===== src/rtl/kolibri_spi_pkg.sv =====
// Shared constants, register layout and FSM encoding for the SPI byte engine.
// No configuration macro is read here.
package kolibri_spi_pkg;

   localparam logic RS_DATA = 1'b0;
   localparam logic RS_CTRL = 1'b1;

   localparam int B_NSD0 = 0;
   localparam int B_NSD1 = 1;
   localparam int B_SLOW = 2;
   localparam int B_OVR  = 6;
   localparam int B_BUSY = 7;

   localparam int DIV_FAST_DEF = 12;
   localparam int DIV_SLOW_DEF = 60;
   localparam int CW_DEF       = 6;

   typedef enum logic [1:0] {
      ST_IDLE,
      ST_LO,
      ST_HI
   } spi_state_e;

endpackage


===== src/rtl/spi_half_timer.sv =====
// SCLK half-period counter; the divider choice is latched at each period start
// so a SLOW change mid-transfer only affects the next half-period.
module spi_half_timer
   import kolibri_spi_pkg::*;
#(
   parameter int DIV_FAST = DIV_FAST_DEF,
   parameter int DIV_SLOW = DIV_SLOW_DEF,
   parameter int CW       = CW_DEF
) (
   input  logic clk,
   input  logic rst_n,
   input  logic clear,
   input  logic slow,
   output logic tick
);

   logic [CW-1:0] cnt_q, cnt_d;
   logic [CW-1:0] half_m1;
   logic          slow_q, slow_d;

   always_comb begin
      half_m1 = slow_q ? CW'(DIV_SLOW - 1) : CW'(DIV_FAST - 1);
      tick    = !clear && (cnt_q == half_m1);
      cnt_d   = cnt_q + 1'b1;
      slow_d  = slow_q;
      if (clear || tick) begin
         cnt_d  = '0;
         slow_d = slow;
      end
   end

   always_ff @(posedge clk or negedge rst_n) begin
      if (!rst_n) begin
         cnt_q  <= '0;
         slow_q <= 1'b1;
      end else begin
         cnt_q  <= cnt_d;
         slow_q <= slow_d;
      end
   end

endmodule


===== src/rtl/spi_byte_engine.sv =====
// SPI mode-0 byte master for SD card access, one byte per DATA access.
// Define SPI_AUTOREAD_EN to let DATA reads in IDLE launch an 8'hFF transfer.
module spi_byte_engine
   import kolibri_spi_pkg::*;
#(
   parameter int DIV_FAST = DIV_FAST_DEF,
   parameter int DIV_SLOW = DIV_SLOW_DEF,
   parameter int CW       = CW_DEF
) (
   input  logic       MHZ48,
   input  logic       nRES,
   input  logic       ACC,
   input  logic       RW,
   input  logic       RS,
   input  logic [7:0] DIN,
   output logic [7:0] DOUT,
   output logic       BUSY,
   output logic       SCLK,
   output logic       MOSI,
   input  logic       MISO,
   output logic       nSD0,
   output logic       nSD1
);

   spi_state_e state_q, state_d;
   logic [7:0] shreg_q, shreg_d;
   logic [7:0] rx_q, rx_d;
   logic [2:0] bitcnt_q, bitcnt_d;
   logic       miso_q, miso_d;
   logic       sclk_q, sclk_d;
   logic       mosi_q, mosi_d;
   logic       busy_q, busy_d;
   logic       nsd0_q, nsd0_d;
   logic       nsd1_q, nsd1_d;
   logic       slow_q, slow_d;
   logic       ovr_q, ovr_d;

   logic       data_wr, ctrl_wr, launch_rd, req;
   logic       tick;
   logic [7:0] ctrl;

   assign data_wr = ACC && !RW && (RS == RS_DATA);
   assign ctrl_wr = ACC && !RW && (RS == RS_CTRL);
`ifdef SPI_AUTOREAD_EN
   assign launch_rd = ACC && RW && (RS == RS_DATA);
`else
   assign launch_rd = 1'b0;
`endif
   assign req = data_wr || launch_rd;

   spi_half_timer #(
      .DIV_FAST(DIV_FAST),
      .DIV_SLOW(DIV_SLOW),
      .CW      (CW)
   ) u_timer (
      .clk  (MHZ48),
      .rst_n(nRES),
      .clear(state_q == ST_IDLE),
      .slow (slow_q),
      .tick (tick)
   );

   always_comb begin
      state_d  = state_q;
      shreg_d  = shreg_q;
      rx_d     = rx_q;
      bitcnt_d = bitcnt_q;
      miso_d   = miso_q;
      sclk_d   = sclk_q;
      mosi_d   = mosi_q;
      busy_d   = busy_q;
      nsd0_d   = nsd0_q;
      nsd1_d   = nsd1_q;
      slow_d   = slow_q;
      ovr_d    = ovr_q;

      if (ctrl_wr) begin
         nsd0_d = DIN[B_NSD0];
         nsd1_d = DIN[B_NSD1];
         slow_d = DIN[B_SLOW];
         ovr_d  = 1'b0;
      end
      if (req && state_q != ST_IDLE) ovr_d = 1'b1;

      unique case (state_q)
         ST_IDLE: begin
            if (req) begin
               shreg_d  = data_wr ? DIN : 8'hFF;
               mosi_d   = data_wr ? DIN[7] : 1'b1;
               bitcnt_d = 3'd0;
               busy_d   = 1'b1;
               state_d  = ST_LO;
            end
         end
         ST_LO: begin
            if (tick) begin
               sclk_d  = 1'b1;
               miso_d  = MISO;
               state_d = ST_HI;
            end
         end
         ST_HI: begin
            if (tick) begin
               sclk_d = 1'b0;
               if (bitcnt_q == 3'd7) begin
                  rx_d    = {shreg_q[6:0], miso_q};
                  busy_d  = 1'b0;
                  mosi_d  = 1'b1;
                  state_d = ST_IDLE;
               end else begin
                  shreg_d  = {shreg_q[6:0], miso_q};
                  mosi_d   = shreg_q[6];
                  bitcnt_d = bitcnt_q + 3'd1;
                  state_d  = ST_LO;
               end
            end
         end
         default: state_d = ST_IDLE;
      endcase
   end

   always_ff @(posedge MHZ48 or negedge nRES) begin
      if (!nRES) begin
         state_q  <= ST_IDLE;
         shreg_q  <= 8'h00;
         rx_q     <= 8'hFF;
         bitcnt_q <= 3'd0;
         miso_q   <= 1'b0;
         sclk_q   <= 1'b0;
         mosi_q   <= 1'b1;
         busy_q   <= 1'b0;
         nsd0_q   <= 1'b1;
         nsd1_q   <= 1'b1;
         slow_q   <= 1'b1;
         ovr_q    <= 1'b0;
      end else begin
         state_q  <= state_d;
         shreg_q  <= shreg_d;
         rx_q     <= rx_d;
         bitcnt_q <= bitcnt_d;
         miso_q   <= miso_d;
         sclk_q   <= sclk_d;
         mosi_q   <= mosi_d;
         busy_q   <= busy_d;
         nsd0_q   <= nsd0_d;
         nsd1_q   <= nsd1_d;
         slow_q   <= slow_d;
         ovr_q    <= ovr_d;
      end
   end

   always_comb begin
      ctrl         = 8'h00;
      ctrl[B_BUSY] = busy_q;
      ctrl[B_OVR]  = ovr_q;
      ctrl[B_SLOW] = slow_q;
      ctrl[B_NSD1] = nsd1_q;
      ctrl[B_NSD0] = nsd0_q;
   end

   assign DOUT = (RS == RS_CTRL) ? ctrl : rx_q;
   assign BUSY = busy_q;
   assign SCLK = sclk_q;
   assign MOSI = mosi_q;
   assign nSD0 = nsd0_q;
   assign nSD1 = nsd1_q;

endmodule


===== config.mk =====
export PLATFORM = sky130hd
export DESIGN_NAME = spi_byte_engine
export DESIGN_NICKNAME = d
export VERILOG_FILES = /design/src/rtl/kolibri_spi_pkg.sv /design/src/rtl/spi_half_timer.sv /design/src/rtl/spi_byte_engine.sv
export SDC_FILE = /design/constraint.sdc
export NUM_CORES = 1
export LEC_CHECK = 0
export BUFFER_PORTS_ARGS = -buffer_cell sky130_fd_sc_hd__buf_4
export CORE_UTILIZATION = 56
export CTS_CLUSTER_DIAMETER = 50
export DETAILED_ROUTE_END_ITERATION = 8
export PLACE_DENSITY = 0.8
export SLEW_MARGIN = 20
export SYNTH_ARGS = -nofsm -noshare
export SYNTH_HDL_FRONTEND = slang
export SYNTH_SLANG_ARGS = --single-unit

===== constraint.sdc =====
create_clock -name MHZ48 -period 4.55 [get_ports MHZ48]
set_input_delay 0.455 -clock MHZ48 [delete_from_list [all_inputs] [get_ports MHZ48]]
set_output_delay 0.455 -clock MHZ48 [all_outputs]
set_load 0.05 [all_outputs]

==> results of run 1 <==
==> layout by cell type (no fill, tap or decap), types with 2 or more instances in the layout <==
cell                       instances
sky130_fd_sc_hd__nor2b_1           3
sky130_fd_sc_hd__nand2_1           2
sky130_fd_sc_hd__o22ai_1           7
sky130_fd_sc_hd__o21ai_0           2
sky130_fd_sc_hd__nand3_1           5
sky130_fd_sc_hd__a22o_1            3
sky130_fd_sc_hd__dfrtp_1          22
sky130_fd_sc_hd__xor2_1            2
sky130_fd_sc_hd__buf_4            26
sky130_fd_sc_hd__nor2_1           11
sky130_fd_sc_hd__clkbuf_4          5
sky130_fd_sc_hd__ha_1              3
sky130_fd_sc_hd__inv_1            10
sky130_fd_sc_hd__dfstp_2          13
sky130_fd_sc_hd__mux2_2           19
sky130_fd_sc_hd__nand3b_1          2
sky130_fd_sc_hd__xnor2_1           2
sky130_fd_sc_hd__nand2b_1          2
sky130_fd_sc_hd__a21oi_1           9
sky130_fd_sc_hd__clkbuf_8          2
==> flip-flops by register name, summed over array words and instances (netlist names) <==
name	cells
nSD1	1
state_q	2
ovr_q	1
BUSY	1
slow_q	1
shreg_q	7
u_timer.slow_q	1
rx_q	8
bitcnt_q	3
nSD0	1
miso_q	1
SCLK	1
u_timer.cnt_q	6
MOSI	1
==> per-stage QoR <==
stage | instances | setup WS (ns) | util | area, µm²
global placement | 186 | 2.44 | 0.701 | 1800
global route | 194 | 2.42 | 0.728 | 1870
detailed placement | 186 | 2.41 | 0.701 | 1800
finish | 194 | 2.51 | 0.728 | 1870
CTS | 194 | 2.52 | 0.728 | 1870
floorplan | 133 | 2.68 | - | 1590
==> area by class of cell <==
type | instances | area, µm²
Sequential cell | 35 | 892
Fill cell | 197 | 698
Multi-Input combinational cell | 85 | 638
Timing Repair Buffer | 26 | 195
Clock buffer | 8 | 68.8
Inverter | 10 | 37.5
Tap cell | 30 | 37.5
==> critical path: cells and delay by family (launching register included) <==
kind | cells | cell delay, ns
AND/OR/NAND/NOR | 1 | 0.75
flip-flops | 1 | 0.47
AO/OA/AOI/OAI | 1 | 0.39
multiplexers | 1 | 0.31
==> power by group <==
group | switching, µW | internal (µW) | total, µW
Combinational | 152 | 110 | 262
Clock | 97.5 | 91.0 | 188
Sequential | 66.1 | 400 | 467
Total | 315 | 602 | 917
==> routing by layer <==
metal	share of wire	vias to the layer above	track usage
met4	0.0051	0	0.0679
met1	0.47	546	0.300
li1	-	530	-
met2	0.47	28	0.320
met3	0.050	2	0.0609
met5	0	-	0
==> Yosys cell counts (all sizes together), types with 2 or more instances <==
master / count / area share
dfrtp: 22 / 0.35
mux2: 19 / 0.13
dfstp: 13 / 0.22
nor2: 11 / 0.026
inv: 10 / 0.024
a21oi: 9 / 0.028
o22ai: 7 / 0.028
nand3: 6 / 0.022
a22o: 3 / 0.017
ha: 3 / 0.024
nor2b: 3 / 0.012
o21ai: 3 / 0.0095
clkbuf: 2 / 0.0047
nand2: 2 / 0.0047
nand2b: 2 / 0.0079
nand3b: 2 / 0.0095
xnor2: 2 / 0.011
xor2: 2 / 0.011
==> cells by family (layout without fill, tap and decap cells) <==
logic type / Yosys count / after routing / synth area share
AND/OR/NAND/NOR: 29 / 29 / 0.0970
multiplexers: 19 / 19 / 0.135
buffers and inverters: 13 / 44 / 0.0355
adder cells (fa/ha/maj): 3 / 3 / 0.0237
XOR/XNOR: 4 / 4 / 0.0221
AO/OA/AOI/OAI: 30 / 30 / 0.125
flip-flops: 35 / 35 / 0.562
==> final timing paths <==
kind / slack [ns] / endpoint
max: 2.51 / bitcnt_q[0]
min: 0.06 / u_timer.cnt_q[5]
max reg2reg: 2.51 / bitcnt_q[0]
min reg2reg: 0.47 / u_timer.cnt_q[0]
max in group asynchronous: 4.14 / rx_q[2]
min in group MHZ48: 0.37 / nSD1
==> results_dict.tcl, run 1 <==
set metrics [dict create \
    synth-main-ff-cell "sky130_fd_sc_hd__dfrtp_1" \
    achievable-frequency_ghz 0.491 \
    worst_path_max_delay_cell "sky130_fd_sc_hd__or4_1" \
    rsz0062_at_grt "false" \
    worstHoldPathType "input pin to asynchronous set/reset pin" \
    port_buffers 26 \
    synthCells 133 \
    post_synth.cell_area_avg_um2 11.9 \
    cts_h_tree_depth 2 \
    synth-seq-area-share 0.562 \
    floorplan.initialDensity 0.618 \
    hpwlAfterDp_um 2100 \
    slowest_stage_delay_cp_ns 0.75 \
    worst_ep_required_time_ns 4.76 \
    via_count 1106 \
    syn_nets 150 \
    io_pins 27 \
    synth_enable_flop_cells 0 \
    gr_ovfl_total 0 \
    timing.clock.skew_ns 0.00704 \
    postSynthRegisterBits 35 \
    cts.repair_timing.setup_buffer_count 0 \
    die_height_um 55.2 \
    clock_sink_count 35 \
    fin_setup_tns_ns 0 \
    status "completed" \
    detail_route.wl_per_cell_um 15.2 \
    power_density_nw_per_um2 491 \
    crit_path_start_kind "flip-flop" \
    drive_above_1_share 0.415 \
    worstSetupEndpointType "flip-flop" \
    vdd.ir_drop.worst_uv 337 \
    startpoint "state_q[0]" \
    std_cell_rows 18 \
    drt.antenna.violating_nets 0 \
    worstSetupPathType "flip-flop to flip-flop" \
    worstRegToRegCells 3 \
    cts_made_buffers 5 \
    grt_util_all_layers 0.213 \
    timing.rr.start "state_q[0]" \
    antenna_found_initial 0 \
    detail_route.wirelength_um 2940 \
    clock_path_buffers 2 \
    crit_chain "or4_1, a22o_1, mux2_2" \
    grt_max_degree 36 \
    fin_nets 180 \
    detailedRoute.firstPassIterationCount 4 \
    gp_congestion 0.768 \
    leakage_uw 0.000871 \
    post_synth_instance_area_um2 1590 \
    ys_async_sr_fraction 1.00 \
    clockRootBuffer "sky130_fd_sc_hd__clkbuf_4" \
    max_slew_margin 0.634 \
    synth-warning-count 0 \
    via_per_inst 5.70 \
    global_route_wire_length_before_repair_um 5090 \
    insertedDiodeCount 0 \
    sum_of_internal_switching_and_leakage_power_uw 917 \
    synth_cell_type_count 32 \
    cts.hold.buffers_added 0 \
    worst-slew-pin-transition_ns 0.546 \
    die-width_um 55.2 \
    period_needed_ns 2.04 \
    core-area_um2 2570 \
    final.period_utilization 0.448 \
    max-cap-violations 0 \
    insertion_delay_ns 0.32 \
    dieArea_um2 3050 \
    syn2layout_area_growth_pct 17.8 \
    initialDrtViolationCount 19 \
    post_cts_resized 0 \
    drc_errors 0 \
    clk_pin_slew_ns 0.10 \
    cp.arrival_ns 2.25 \
    grt_pass1_vias 1097 \
    tritoncts "yes" \
    slew_viol_final 0 \
    finalHoldViolations 0 \
    worst_hold_slack_ns 0.0610 \
    setup_viol 0 \
    critical_path.max_fanout 12 \
]
(Power assumes the default switching activity.)
==> run 2: changes to the inputs <==
ABC_AREA = 1   (was default)
CORE_UTILIZATION = 50   (was 56)
PLACE_DENSITY = 0.74   (was 0.8)
clock period = 1.8 ns   (was 4.55 ns; I/O delays follow)
==> run 2 against run 1 <==
Against the previous run: fmax increased by 41%; die area is 24% higher; utilization down 12 points; global-route usage down 1.1 points; critical path depth is 5 higher; combinational power rose to 2.6 times the previous value; register-to-register slack got worse by 2.2 ns; wire length up 10%; hold slack lost 0.0025 ns; sequential share of layout area shrank 4.3 points; critical endpoint unchanged; highest routed layer unchanged.
==> results_dict.tcl, run 2 <==
set metrics [dict create \
    max-cap-violations 0 \
    core-area_um2 3360 \
    std_cell_rows 21 \
    slew_viol_final 0 \
    worstSetupEndpointType "flip-flop" \
    status "completed" \
    synthTopCellsByCount "sky130_fd_sc_hd__nand2_1, sky130_fd_sc_hd__dfrtp_1, sky130_fd_sc_hd__inv_1" \
    vdd.ir_drop.worst_uv 689 \
    ys_async_sr_fraction 1.00 \
    via_per_inst 4.78 \
    setup_ws_pre_cts_ns 0.375 \
    max_slew_margin 0.712 \
    cts_made_buffers 5 \
    gp_congestion 0.753 \
    fin_nets 261 \
    synth_cell_type_count 24 \
    crit_path_start_kind "flip-flop" \
    drive_above_1_share 0.294 \
    largest_registers "rx_q: 8 flops, shreg_q: 7 flops, u_timer.cnt_q: 6 flops" \
    grt_max_degree 36 \
    final_cell_mix "sky130_fd_sc_hd__nand2_1, sky130_fd_sc_hd__buf_4, sky130_fd_sc_hd__dfrtp_1, sky130_fd_sc_hd__inv_1, sky130_fd_sc_hd__nor2_1" \
    worstSetupPathType "flip-flop to flip-flop" \
    drc_errors 0 \
    timing.clock.skew_ns 0.0210 \
    synth.most_common_cell "sky130_fd_sc_hd__nand2_1" \
    cp.arrival_ns 1.67 \
    crit_chain "inv_1, nand2_2, inv_4, nand3_2, nand2_2, nand2_2, nand2_1, nand2_1" \
    setup_viol 0 \
    detail_route.wirelength_um 3250 \
    max_flop_register "rx_q" \
    initialDrtViolationCount 74 \
    layout_commonest_cell "sky130_fd_sc_hd__nand2_1" \
    yosys.area.top_type "sky130_fd_sc_hd__dfrtp_1" \
    clock_path_buffers 2 \
    floorplan.initialDensity 0.524 \
    die-width_um 61.4 \
    finalHoldViolations 0 \
    final_util 0.611 \
    final.period_utilization 0.803 \
    synthCells 213 \
    dieArea_um2 3770 \
    ys_top_cells_by_area "sky130_fd_sc_hd__dfrtp_1, sky130_fd_sc_hd__dfstp_2, sky130_fd_sc_hd__nand2_1, sky130_fd_sc_hd__inv_1, sky130_fd_sc_hd__nand3_1" \
    timing.critical_path.mode_cell "sky130_fd_sc_hd__nand2_2" \
    worst-slew-pin-transition_ns 0.433 \
    grt_pass1_vias 1193 \
    achievable-frequency_ghz 0.691 \
    die_height_um 61.4 \
    tritoncts "yes" \
    worst_ep_required_time_ns 2.02 \
    antenna_found_initial 0 \
    synth_enable_flop_cells 0 \
    cts_h_tree_depth 2 \
    synth-warning-count 0 \
    post_synth.cell_area_avg_um2 8.28 \
    drt.antenna.violating_nets 0 \
    largest_register_ff_count 8 \
    fin_ws_ns 0.354 \
    clk_pin_slew_ns 0.11 \
    gr_ovfl_total 0 \
    insertedDiodeCount 0 \
    worst_path_max_delay_cell "sky130_fd_sc_hd__dfrtp_1" \
    port_buffers 26 \
    leakage_uw 0.00110 \
    detail_route.wl_per_cell_um 11.2 \
    post_synth_instance_area_um2 1760 \
    postSynthRegisterBits 35 \
    io_pins 27 \
    critical_path.max_fanout 13 \
    syn_nets 230 \
    global_route_wire_length_before_repair_um 5400 \
    detailedRoute.firstPassIterationCount 4 \
    syn2layout_area_growth_pct 16.5 \
    synth-main-ff-cell "sky130_fd_sc_hd__dfrtp_1" \
    worstHoldPathType "input pin to flip-flop" \
    slowest_stage_delay_cp_ns 0.39 \
    period_needed_ns 1.45 \
    cts.repair_timing.setup_buffer_count 0 \
    via_count 1390 \
    rsz0062_at_grt "false" \
    synth-seq-area-share 0.506 \
    insertion_delay_ns 0.34 \
    grt_util_all_layers 0.202 \
    fin_setup_tns_ns 0 \
    clockRootBuffer "sky130_fd_sc_hd__clkbuf_4" \
    power_density_nw_per_um2 1110 \
    synth_top_cell_area_share 0.312 \
    clock_sink_count 35 \
    hpwlAfterDp_um 2390 \
]
-- run 2: changes by cell type after synthesis, moves of 10 or more --
cell / change
sky130_fd_sc_hd__inv_1: +12
sky130_fd_sc_hd__mux2_2: -19
sky130_fd_sc_hd__nand2_1: +73
sky130_fd_sc_hd__nand2_2: +10
sky130_fd_sc_hd__nand3_1: +10
sky130_fd_sc_hd__o21ai_0: +10
-- run 2: metal layers --
layer	share of wire	track usage	up-vias	wire, µm
met2	0.45	0.293	23	1460
met3	0.041	0.0567	5	132
met4	0.015	0.0762	0	50
li1	-	-	721	-
met5	0	0	-	0
met1	0.50	0.289	641	1610
-- run 2: kinds of logic (layout without fill, tap and decap cells) --
logic type               count (synthesis)  after routing  share of synthesized area
adder cells (fa/ha/maj)                  3              3                     0.0213
flip-flops                              35             35                      0.506
XOR/XNOR                                 1              1                    0.00497
AND/OR/NAND/NOR                        125            125                      0.322
AO/OA/AOI/OAI                           19             19                     0.0646
buffers and inverters                   30             62                     0.0816
-- run 2: metrics by stage --
| step | hold slack [ns] | power, µW | instances | area, µm² |
|---|---|---|---|---|
| after floorplan | -0.116 | 1650 | 213 | 1760 |
| after global routing | 0.0552 | 2440 | 291 | 2050 |
| final | 0.0584 | 2270 | 291 | 2050 |
| after detailed placement | 0.158 | 1850 | 282 | 1980 |
| after global placement | 0.157 | 1840 | 282 | 1980 |
| after CTS | 0.0451 | 2300 | 291 | 2050 |
-- run 2: path summary, 6_finish.rpt --
path | depth (start not counted) | slack (ns) | end | startpoint
worst max-delay path | 8 | 0.35 | bitcnt_q[0] | state_q[0]
worst min-delay path | 3 | 0.06 | nSD1 | DIN[1]
worst max register to register | 8 | 0.35 | bitcnt_q[0] | state_q[0]
worst min register to register | 2 | 0.48 | rx_q[0] | rx_q[0]
max in group asynchronous | 2 | 1.14 | MOSI | nRES
min in group asynchronous | 2 | 0.32 | state_q[0] | nRES
-- run 2: timing repair --
action	in CTS	in global routing
hold buffers	1	0
hold endpoints to repair	22	0
gates resized for setup	0	0
-- run 2: power by group --
part / total (µW) / internal, µW / leakage (µW) / switching [µW]
combinational: 693 / 227 / 0.000656 / 466
clock: 441 / 189 / 0.0000353 / 251
sequential: 1140 / 1000 / 0.000412 / 134
total: 2270 / 1420 / 0.00110 / 851
-- run 2: critical path, delay by kind of cell, from the launching register on --
family	cells	cell delay [ns]
buffers and inverters	2	0.25
flip-flops	1	0.39
AND/OR/NAND/NOR	6	0.68
-- run 2: cell type report --
class,count,area (µm²)
Fill cell,326,1310
Sequential cell,35,892
Multi-Input combinational cell,148,727
Timing Repair Buffer,28,213
Inverter,26,105
Tap cell,46,57.6
Clock buffer,7,55.1
Clock inverter,1,5.00
==> run 3: changes to the inputs <==
clock period = 1.3 ns   (was 1.8 ns; I/O delays follow)
==> run 3 against run 2 <==
Against the previous run: the flow now finishes with violations (setup timing); critical path depth fell by 1; global-route usage grew 4.3 points; hold slack better by 0.028 ns; clock-buffer cell count fell by 2; critical path type unchanged; critical endpoint is now rx_q[7]; largest power group unchanged.
==> results_dict.tcl, run 3 (synthesized netlist as in run 2, its figures left out) <==
set metrics [dict create \
    cp.arrival_ns 1.69 \
    achievable-frequency_ghz 0.719 \
    drt.antenna.violating_nets 0 \
    final_cell_mix "sky130_fd_sc_hd__nand2_1, sky130_fd_sc_hd__buf_4, sky130_fd_sc_hd__dfrtp_1, sky130_fd_sc_hd__inv_1, sky130_fd_sc_hd__nand2_2" \
    initialDrtViolationCount 54 \
    grt_util_all_layers 0.245 \
    clock_path_buffers 2 \
    port_buffers 26 \
    via_per_inst 4.99 \
    die-width_um 61.4 \
    largest_registers "rx_q: 8 flops, shreg_q: 7 flops, u_timer.cnt_q: 6 flops" \
    crit_path_start_kind "flip-flop" \
    global_route_wire_length_before_repair_um 6550 \
    worst_hold_slack_ns 0.0862 \
    io_pins 27 \
    antenna_found_initial 0 \
    cts_h_tree_depth 2 \
    detailedRoute.firstPassIterationCount 4 \
    clockRootBuffer "sky130_fd_sc_hd__clkbuf_4" \
    max-cap-violations 0 \
    insertedDiodeCount 0 \
    hpwlAfterDp_um 2610 \
    floorplan.initialDensity 0.524 \
    period_needed_ns 1.39 \
    worst_ep_required_time_ns 1.60 \
    power_density_nw_per_um2 1550 \
    syn2layout_area_growth_pct 46.0 \
    fin_setup_tns_ns -1.14 \
    worst-slew-pin-transition_ns 0.441 \
    layoutNonFillerInstCount 324 \
    drc_errors 0 \
    fin_ws_ns -0.0900 \
    vdd.ir_drop.worst_uv 1470 \
    worstHoldPathType "input pin to flip-flop" \
    gr_ovfl_total 0 \
    drive_above_1_share 0.514 \
    slew_viol_final 0 \
    dp_cells 293 \
    max_flop_register "rx_q" \
    status "finished, violations left" \
    std_cell_rows 21 \
    final.period_utilization 1.07 \
    grt_max_degree 36 \
    clk_pin_slew_ns 0.12 \
    worstSetupPathType "flip-flop to flip-flop" \
    finalHoldViolations 0 \
    dieArea_um2 3770 \
    fin_nets 294 \
    leakage_uw 0.00131 \
    worstSetupEndpointType "flip-flop" \
    clock_sink_count 35 \
    detail_route.wl_per_cell_um 13.7 \
    core-area_um2 3360 \
    largest_register_ff_count 8 \
    rsz0062_at_grt "true" \
    critical_path.max_fanout 5 \
    detail_route.wirelength_um 4430 \
    insertion_delay_ns 0.36 \
    layout_commonest_cell "sky130_fd_sc_hd__nand2_1" \
    tritoncts "yes" \
    sum_of_internal_switching_and_leakage_power_uw 3980 \
    timing.clock.skew_ns 0.0102 \
    gp_congestion 0.790 \
    fillers 255 \
    setup_viol 31 \
    die_height_um 61.4 \
    cts_made_buffers 5 \
    grt_pass1_vias 1418 \
    via_count 1617 \
    max_slew_margin 0.706 \
    failing_checks "setup timing" \
]
run 3: changes by cell type in the layout (fill, tap and decap cells not counted), moves of 6 or more:
cell,delta
sky130_fd_sc_hd__nand3_2,+10
sky130_fd_sc_hd__o21ai_2,+6
sky130_fd_sc_hd__o21ai_0,-6
sky130_fd_sc_hd__nand2_1,-13
sky130_fd_sc_hd__nand2_2,+7
sky130_fd_sc_hd__buf_6,+10
sky130_fd_sc_hd__buf_4,+17
sky130_fd_sc_hd__nand3_1,-11
run 3: metal layers:
layer | global-route usage | share of wire | vias to the layer above
met5 | 0 | 0 | -
met4 | 0.0889 | 0.018 | 0
met3 | 0.0693 | 0.051 | 9
met2 | 0.387 | 0.51 | 46
met1 | 0.324 | 0.43 | 772
li1 | - | - | 790
run 3: cell type report:
cell class              instances  area (µm²)  share of cell area
repair buffers                 59         493               0.192
flip-flops and latches         35         892               0.347
clock inverters                 3        67.6              0.0263
multi-input cells             149         915               0.355
clock buffers                   5        37.5              0.0146
well taps                      46        57.6              0.0224
repair inverters                1        6.26             0.00243
inverters                      26         105              0.0408
run 3: path summary, 6_finish.rpt:
| check | cells after the start | slack [ns] | start | to |
|---|---|---|---|---|
| max in group asynchronous | 2 | 0.69 | nRES | slow_q |
| setup / recovery | 7 | -0.09 | u_timer.cnt_q[0] | rx_q[7] |
| hold / removal | 4 | 0.09 | RW | ovr_q |
| min in group asynchronous | 2 | 0.26 | nRES | shreg_q[3] |
| hold reg to reg | 2 | 0.48 | rx_q[3] | rx_q[3] |
| setup reg to reg | 7 | -0.09 | u_timer.cnt_q[0] | rx_q[7] |
run 3: timing repair:
action / 4_1_cts / 5_1_grt
pin swaps: 13 / 19
cloned: 3 / 0
setup buffers: 8 / 7
endpoints found under the hold margin: 26 / 0
setup endpoints to repair: 32 / 39
gates resized for setup: 35 / 28
hold buffers: 5 / 0
run 3: per-stage QoR:
| step | util | instance area, µm² | setup WS, ns |
|---|---|---|---|
| after floorplan | - | 1770 | -0.263 |
| after global placement | 0.618 | 2080 | 0.00458 |
| after detailed placement | 0.618 | 2080 | -0.0412 |
| after CTS | 0.723 | 2430 | -0.0776 |
| after global routing | 0.765 | 2570 | -0.145 |
| final | 0.765 | 2570 | -0.0900 |
run 3: power by group:
| group | leakage (µW) | internal (µW) | total [µW] | switching (µW) |
|---|---|---|---|---|
| registers | 0.000412 | 1390 | 1600 | 214 |
| logic | 0.000844 | 554 | 1370 | 818 |
| clock network | 0.0000514 | 598 | 1000 | 404 |
run 3: critical path, stage by stage (launching register included):
cell and delay, ns:
sky130_fd_sc_hd__dfrtp_1 0.37, sky130_fd_sc_hd__ha_2 0.19, sky130_fd_sc_hd__inv_2 0.05, sky130_fd_sc_hd__nor2_4 0.17, sky130_fd_sc_hd__nand2_4 0.14, sky130_fd_sc_hd__nor2_8 0.21
sky130_fd_sc_hd__inv_4 0.08, sky130_fd_sc_hd__o21ai_2 0.12
